--- src/rtl/la_dmuxn_pkg.sv ---
// Shared types and constants for the registered one-hot mux (la_dmuxn_reg).
package la_dmuxn_pkg;

  typedef enum logic [1:0] {
    EMPTY = 2'd0,
    ONE   = 2'd1,
    TWO   = 2'd2
  } state_t;

  localparam int unsigned ERRW = 8;
  localparam logic [ERRW-1:0] ERR_MAX = ERRW'(255);

endpackage

--- src/rtl/la_dmuxn_comb.sv ---
// Pure AND-OR reduction of N packed DW-bit inputs under a select vector.
module la_dmuxn_comb #(
  parameter int unsigned N    = 6,
  parameter int unsigned DW   = 1,
  parameter              PROP = "DEFAULT"
) (
  input  logic [N-1:0]    sel,
  input  logic [N*DW-1:0] in,
  output logic [DW-1:0]   mux_c
);

  if (N < 2 || DW < 1) begin : g_param_check
    $error("la_dmuxn_comb (%s): requires N >= 2 and DW >= 1", PROP);
  end

  // Multi-hot selects OR together; no masking is applied here.
  always_comb begin
    mux_c = '0;
    for (int i = 0; i < N; i++) begin
      mux_c = mux_c | ({DW{sel[i]}} & in[i*DW +: DW]);
    end
  end

endmodule

--- src/rtl/la_dmuxn_reg.sv ---
// Registered one-hot mux with a 2-entry skid buffer on a valid/ready interface.
// Optional sticky one-hot monitor enabled by LA_DMUXN_ONEHOT_CHECK_EN.
module la_dmuxn_reg
  import la_dmuxn_pkg::*;
#(
  parameter int unsigned N    = 6,
  parameter int unsigned DW   = 1,
  parameter              PROP = "DEFAULT"
) (
  input  logic            clk,
  input  logic            reset,
  input  logic [N-1:0]    sel,
  input  logic [N*DW-1:0] in,
  input  logic            in_valid,
  output logic            in_ready,
  output logic [DW-1:0]   out,
  output logic            out_valid,
  input  logic            out_ready,
  input  logic            err_clear,
  output logic            err_onehot,
  output logic [ERRW-1:0] err_count
);

  logic [DW-1:0] mux_c;
  logic          accept_c;
  logic          emit_c;
  state_t        state_q, state_d;
  logic [DW-1:0] main_q, main_d;
  logic [DW-1:0] skid_q, skid_d;

  la_dmuxn_comb #(
    .N    (N),
    .DW   (DW),
    .PROP (PROP)
  ) u_comb (
    .sel   (sel),
    .in    (in),
    .mux_c (mux_c)
  );

  assign accept_c = in_valid & in_ready;
  assign emit_c   = out_valid & out_ready;
  assign out      = main_q;

  // Skid buffer next-state and register updates.
  always_comb begin
    state_d = state_q;
    main_d  = main_q;
    skid_d  = skid_q;
    unique case (state_q)
      EMPTY: begin
        if (accept_c) begin
          state_d = ONE;
          main_d  = mux_c;
        end
      end
      ONE: begin
        if (accept_c && !emit_c) begin
          state_d = TWO;
          skid_d  = mux_c;
        end else if (emit_c && !accept_c) begin
          state_d = EMPTY;
        end else if (accept_c && emit_c) begin
          main_d = mux_c;
        end
      end
      TWO: begin
        if (emit_c) begin
          state_d = ONE;
          main_d  = skid_q;
        end
      end
      default: state_d = EMPTY;
    endcase
  end

  // Handshake flags are registered from the next state so in_ready never sees out_ready combinationally.
  always_ff @(posedge clk or posedge reset) begin
    if (reset) begin
      state_q   <= EMPTY;
      main_q    <= '0;
      skid_q    <= '0;
      in_ready  <= 1'b1;
      out_valid <= 1'b0;
    end else begin
      state_q   <= state_d;
      main_q    <= main_d;
      skid_q    <= skid_d;
      in_ready  <= (state_d != TWO);
      out_valid <= (state_d != EMPTY);
    end
  end

`ifdef LA_DMUXN_ONEHOT_CHECK_EN
  logic viol_c;

  assign viol_c = accept_c & ~$onehot(sel);

  // Clear wins over a same-cycle violation; the count saturates.
  always_ff @(posedge clk or posedge reset) begin
    if (reset) begin
      err_onehot <= 1'b0;
      err_count  <= '0;
    end else if (err_clear) begin
      err_onehot <= 1'b0;
      err_count  <= '0;
    end else if (viol_c) begin
      err_onehot <= 1'b1;
      if (err_count != ERR_MAX) begin
        err_count <= err_count + ERRW'(1);
      end
    end
  end
`else
  logic unused_err_clear;

  assign unused_err_clear = err_clear;
  assign err_onehot       = 1'b0;
  assign err_count        = '0;
`endif

endmodule

--- config.mk ---
export PLATFORM = sky130hd
export DESIGN_NAME = la_dmuxn_reg
export DESIGN_NICKNAME = d
export VERILOG_FILES = /design/src/rtl/la_dmuxn_pkg.sv /design/src/rtl/la_dmuxn_comb.sv /design/src/rtl/la_dmuxn_reg.sv
export SDC_FILE = /design/constraint.sdc
export NUM_CORES = 1
export LEC_CHECK = 0
export CORE_UTILIZATION = 29
export DETAILED_ROUTE_END_ITERATION = 7
export PLACE_DENSITY = 0.74
export SETUP_SLACK_MARGIN = 0.5
export SLEW_MARGIN = 5
export SYNTH_ARGS = -nofsm -noshare
export SYNTH_HDL_FRONTEND = slang
export SYNTH_SLANG_ARGS = --single-unit
--- constraint.sdc ---
create_clock -name clk -period 1.14 [get_ports clk]
set_input_delay 0.228 -clock clk [delete_from_list [all_inputs] [get_ports clk]]
set_output_delay 0.228 -clock clk [all_outputs]
set_load 0.005 [all_outputs]
* After elaboration in Yosys (flattened, before gate mapping) *
Cells that the tools add are included.

storage, ports and cells
  bits in registers = 6
  input port bits = 17
  output and inout bits = 12
  logic and storage cells = 47

operators by class
  eq/ne operators = 8
  muxes and demuxes = 11
  bitwise logic cells = 13
  reduce and logical (&&, ||, !) cells = 10

operator list
  kind                                            number
  != test 2 bit (second input constant)           6
  bitwise AND 1 bit                               8
  two-way mux 2 bit                               4
  case mux 2 bit (3 select lines)                 1
  AND reduction 6 bit                             1
  two-way mux 1 bit                               5
  OR 1 bit                                        5
  logical AND 1 bit                               3
  case mux 1 bit (3 select lines)                 1
  nonzero test 3 bit                              1
  == test 2 x 1 -> 1 bit (second input constant)  1
  == test 2 bit (second input constant)           1
  logical NOT 1 bit                               2
  logical NOT 2 bit                               1
  AND reduction 2 bit                             1
  nonzero test 2 bit                              1

* Logic depth before layout (Yosys ltp) *
  depth in word-level cells = 10
  depth in mapped cells = 4
  gate-level depth less buffers = 4

* Cells and area by module *
A second synthesis with hierarchy kept.

unflattened totals
  cells, all modules = 44
  area, all modules = 390.4 um^2

modules (own cells, without submodules)
  module         times used  cells an instance  area an instance (um^2)  seq. area each (um^2)
  la_dmuxn_reg   1           40                 362.8                    151.4
  la_dmuxn_comb  1           4                  27.5                     0.0

* Least setup slack after synthesis *
Ideal clock, no wire load.

  path kind = reg2reg
  from = register in_ready
  to = register main_q, in the netlist out
  setup time = 0.125 ns
  data arrival time = 1.112 ns
  required time = 1.015 ns
  setup slack = -0.097 ns
  stages on the path, launching flop included = 5
  buffers on the path = 0
  clock period less this slack = 1.237 ns
  cell sequence = dfstp_2 nand3b_4 a21oi_1 a31oi_1 mux2_2

between the ends
  word-level cells in the longest chain between the ends = 5
  elaborated cells between the ends (all ways) = 10
  those cells by class = 4 x eq/ne; 1 x bitwise; 5 x reduce/logical

RTL lines
  item                                      line                text
  from (decl)                               la_dmuxn_reg.sv:15  output logic in_ready,
  from (signal assigned)                    la_dmuxn_reg.sv:89  in_ready <= (state_d != TWO);
  bitwise AND 1 bit (*)                     la_dmuxn_reg.sv:41  assign accept_c = in_valid & in_ready;
  logical NOT 1 bit                         la_dmuxn_reg.sv:61  end else if (emit_c && !accept_c) begin
  logical AND 1 bit                         la_dmuxn_reg.sv:61
  != test 2 bit (no source line)            --
  AND reduction 6 bit (no source line) (*)  --
  to (signal assigned)                      la_dmuxn_reg.sv:87  main_q <= main_d;
  to (decl)                                 la_dmuxn_reg.sv:28  logic [DW-1:0] main_q, main_d;

Mark *: on every way between the ends. The rest lies on a longest branch, timed or not.
A chain may end at the register's enable or synchronous reset.

* Worst setup path in the final report *
  from = register state_q[1]
  to = register main_q, in the netlist out

between the ends
  word-level cells in the longest chain between the ends = 3
  elaborated cells between the ends (all ways) = 11
  those cells by class = 7 x eq/ne; 1 x mux; 3 x reduce/logical

RTL lines
  item                                                                         line                text
  from (decl)                                                                  la_dmuxn_reg.sv:27  state_t state_q, state_d;
  from (signal assigned)                                                       la_dmuxn_reg.sv:86  state_q <= state_d;
  == test 2 x 1 -> 1 bit (tied with other cells)                               la_dmuxn_reg.sv:50  unique case (state_q)
  != test 2 bit (no source line) / nonzero test 3 bit (equally long branches)  --
  AND reduction 6 bit (no source line)                                         --

Parallel ways exist; a longest one is shown, timed or not.

==> results.ini <==
[status]
outcome = finished with violations
violations = negative setup slack

[finish]
area_growth_pct = 71.1
final_cell_mix = clkdlybuf4s50_1, conb_1, dfrtp_1
final_nets = 86
stdcell_count = 82
drive_gt1_share_pct = 39.7
final_util_pct = 56.9
final_common_cell = clkdlybuf4s50_1
fillers = 111
antenna_cells = 0

[sta]
skew_ns = 0.00881
period_share_pct = 118
hold_viol_final = 0
fmax_ghz = 0.745
slew_viol_final = 0
fin_crit_ns = 1.34
rsz0062_at_grt = yes
final.setup.worst_slack_ns = -0.202
setup_viol = 7

[placed_design]
dpl.cell_count = 75
gp_congestion = 0.719
dp_hpwl_um = 706
io_buffers = 18

[clock_network]
max-clock-path-buffers = 2
htree_levels = 1
cts-root-buf = clkbuf_4
cts_buffers = 3
tritoncts = yes
cts_hold_buf = 0
clk_latency_ns = 0.25
path_clk_slew_ns = 0.05
clock_sinks = 6

[worst_setup_path]
timing.rr.start = state_q[1]$_DFF_PP0_
reg2regPathDepth = 4
worst_ep_required_time_ns = 1.27
r2r_slack_ns = -0.20
rr_endpoint = out$_DFFE_PP0P_
crit_path_max_fanout = 5
crit_end = out$_DFFE_PP0P_
crit_arrival_ns = 1.48
setup.worst_path.class = reg -> reg
crit_start = state_q[1]$_DFF_PP0_
startpoint_type = flip-flop
crit_path_end_kind = flip-flop

[synthesis]
ys_seq_elements = 6
synth_ff_type = dfrtp_1
syn_area_um2 = 394
synth.distinct_cells = 18
ys_seq_area_share_pct = 38.4
yosys_warnings = 0
avgSynthCellArea_um2 = 9.38
synthCells = 42
synth_area_leaders = dfrtp_1, buf_4, mux2_2, dfstp_2, a22oi_1
yosysTopAreaCell = dfrtp_1
synth.top_cell.area_share_pct = 31.7
async_reset_ff_share_pct = 100
synth-edff-count = 0

[power]
netSwitchingFraction_pct = 34.7
peakVddDrop_mv = 1.47
power_density_mw_per_mm2 = 2060
p_int_uw = 906
seqPwrFrac_pct = 29.5
power_switching_uw = 481
p_comb_share_pct = 55.0
leakage_uw = 0.000293
clkPwrFrac_pct = 15.5

[route]
post-route-drc-count = 0
firstDrtPassIters = 3
wl_per_cell_um = 11.8
routed_wirelength_um = 971
antenna_left = 0
first_iter_violations = 3
num_vias = 361
vias_per_cell = 4.40

[grt]
busiest_layer = met2
grt_max_degree = 7
grt_pass1_vias = 388
grt_use_total_pct = 15.5
use_met1_pct = 14.9
grt_pass1_wl_mm = 1.54
grt-ovfl-total = 0
grt_use_met2_pct = 28.7
grtUsageMet3_pct = 5.20
antenna_found_initial = 0

[floorplanning]
core-area_mm2 = 0.00119
die_h_um = 38.9
initial_core_util_pct = 33.2
die_w_um = 38.9
rows = 12
top_level_ports = 29
dieArea_mm2 = 0.00151

[job]
cap_violations = 0

[hold_path]
hp-class = in -> async

==> stage by stage <==
stage / power [uW] / setup WS, ns / area, um2 / hold WS [ns] / setup TNS (ns)
floorplan: 723 / -0.0792 / 428 / 0.0182 / -0.229
global placement: 962 / -0.445 / 573 / 0.454 / -1.97
detailed placement: 974 / -0.464 / 573 / 0.454 / -2.02
CTS: 1340 / -0.194 / 644 / 0.184 / -0.763
global route: 1480 / -0.254 / 674 / 0.215 / -1.07
finish: 1390 / -0.202 / 674 / 0.186 / -0.793
==> cells by family after synthesis <==
group	share of synthesized area, %
simple gates	21.0
buf+inv	20.0
compound gates	11.1
flops	38.4
mux	8.57
other cells	0.951
==> worst min path at each step <==
| stage | from | end | slack [ns] | cells past startpoint |
|---|---|---|---|---|
| finish | reset | skid_q$_DFFE_PP0P_ | 0.19 | 2 |
| global route | reset | skid_q$_DFFE_PP0P_ | 0.21 | 2 |
| CTS | reset | skid_q$_DFFE_PP0P_ | 0.18 | 2 |
| detailed placement | reset | skid_q$_DFFE_PP0P_ | 0.45 | 2 |
| global placement | reset | skid_q$_DFFE_PP0P_ | 0.45 | 2 |
| floorplan | reset | out$_DFFE_PP0P_ | 0.02 | 1 |
==> final cells by class <==
type | count | area [um2] | area share [%]
inverter | 3 | 11.3 | 1.67
clock buffer | 4 | 26.3 | 3.90
timing repair buffer | 23 | 224 | 33.2
multi-input combinational | 32 | 244 | 36.2
sequential | 6 | 151 | 22.4
tap | 14 | 17.5 | 2.60
==> power by group through the flow <==
| stage | sequential, uW | combinational [uW] | clock (uW) |
|---|---|---|---|
| 5_1_grt | 417 | 832 | 232 |
| 6_report | 409 | 763 | 215 |
| 2_1_floorplan | 419 | 304 | 0 |
| 3_5_place_dp | 429 | 545 | 0 |
| 4_1_cts | 395 | 720 | 222 |
| 3_3_place_gp | 425 | 537 | 0 |
==> registers in the layout, indices dropped and copies added, names as in the netlist <==
name	flops
state_q	2
skid_q	1
out	1
out_valid	1
in_ready	1
==> cell usage after synthesis, types with 2 or more instances <==
cell type / instances
buf_4: 9
dfrtp_1: 5
inv_1: 3
nand3_1: 4
nand2_1: 3
mux2_2: 3
a22oi_1: 3
a21oi_1: 2
==> routing by layer <==
layer  routed length (um)  vias to the layer above
met2                  515                       12
met3                   27                        0
li1                     -                      178
met5                    0                        -
met1                  427                      171
met4                    0                        0
==> critical path, stage by stage, from the launching register on <==
cell      delay, ns
dfrtp_1        0.45
nand3b_4       0.20
a21oi_4        0.06
a31oi_1        0.17
mux2_2         0.35
==> timing repair <==
item                       in CTS  in global routing
setup endpoints to repair       9                  9
cloned                          0                  0
setup buffers                   3                  0
gates resized for setup        15                  8
pin swaps                       4                  3
Power figures use the tool's default switching activity.
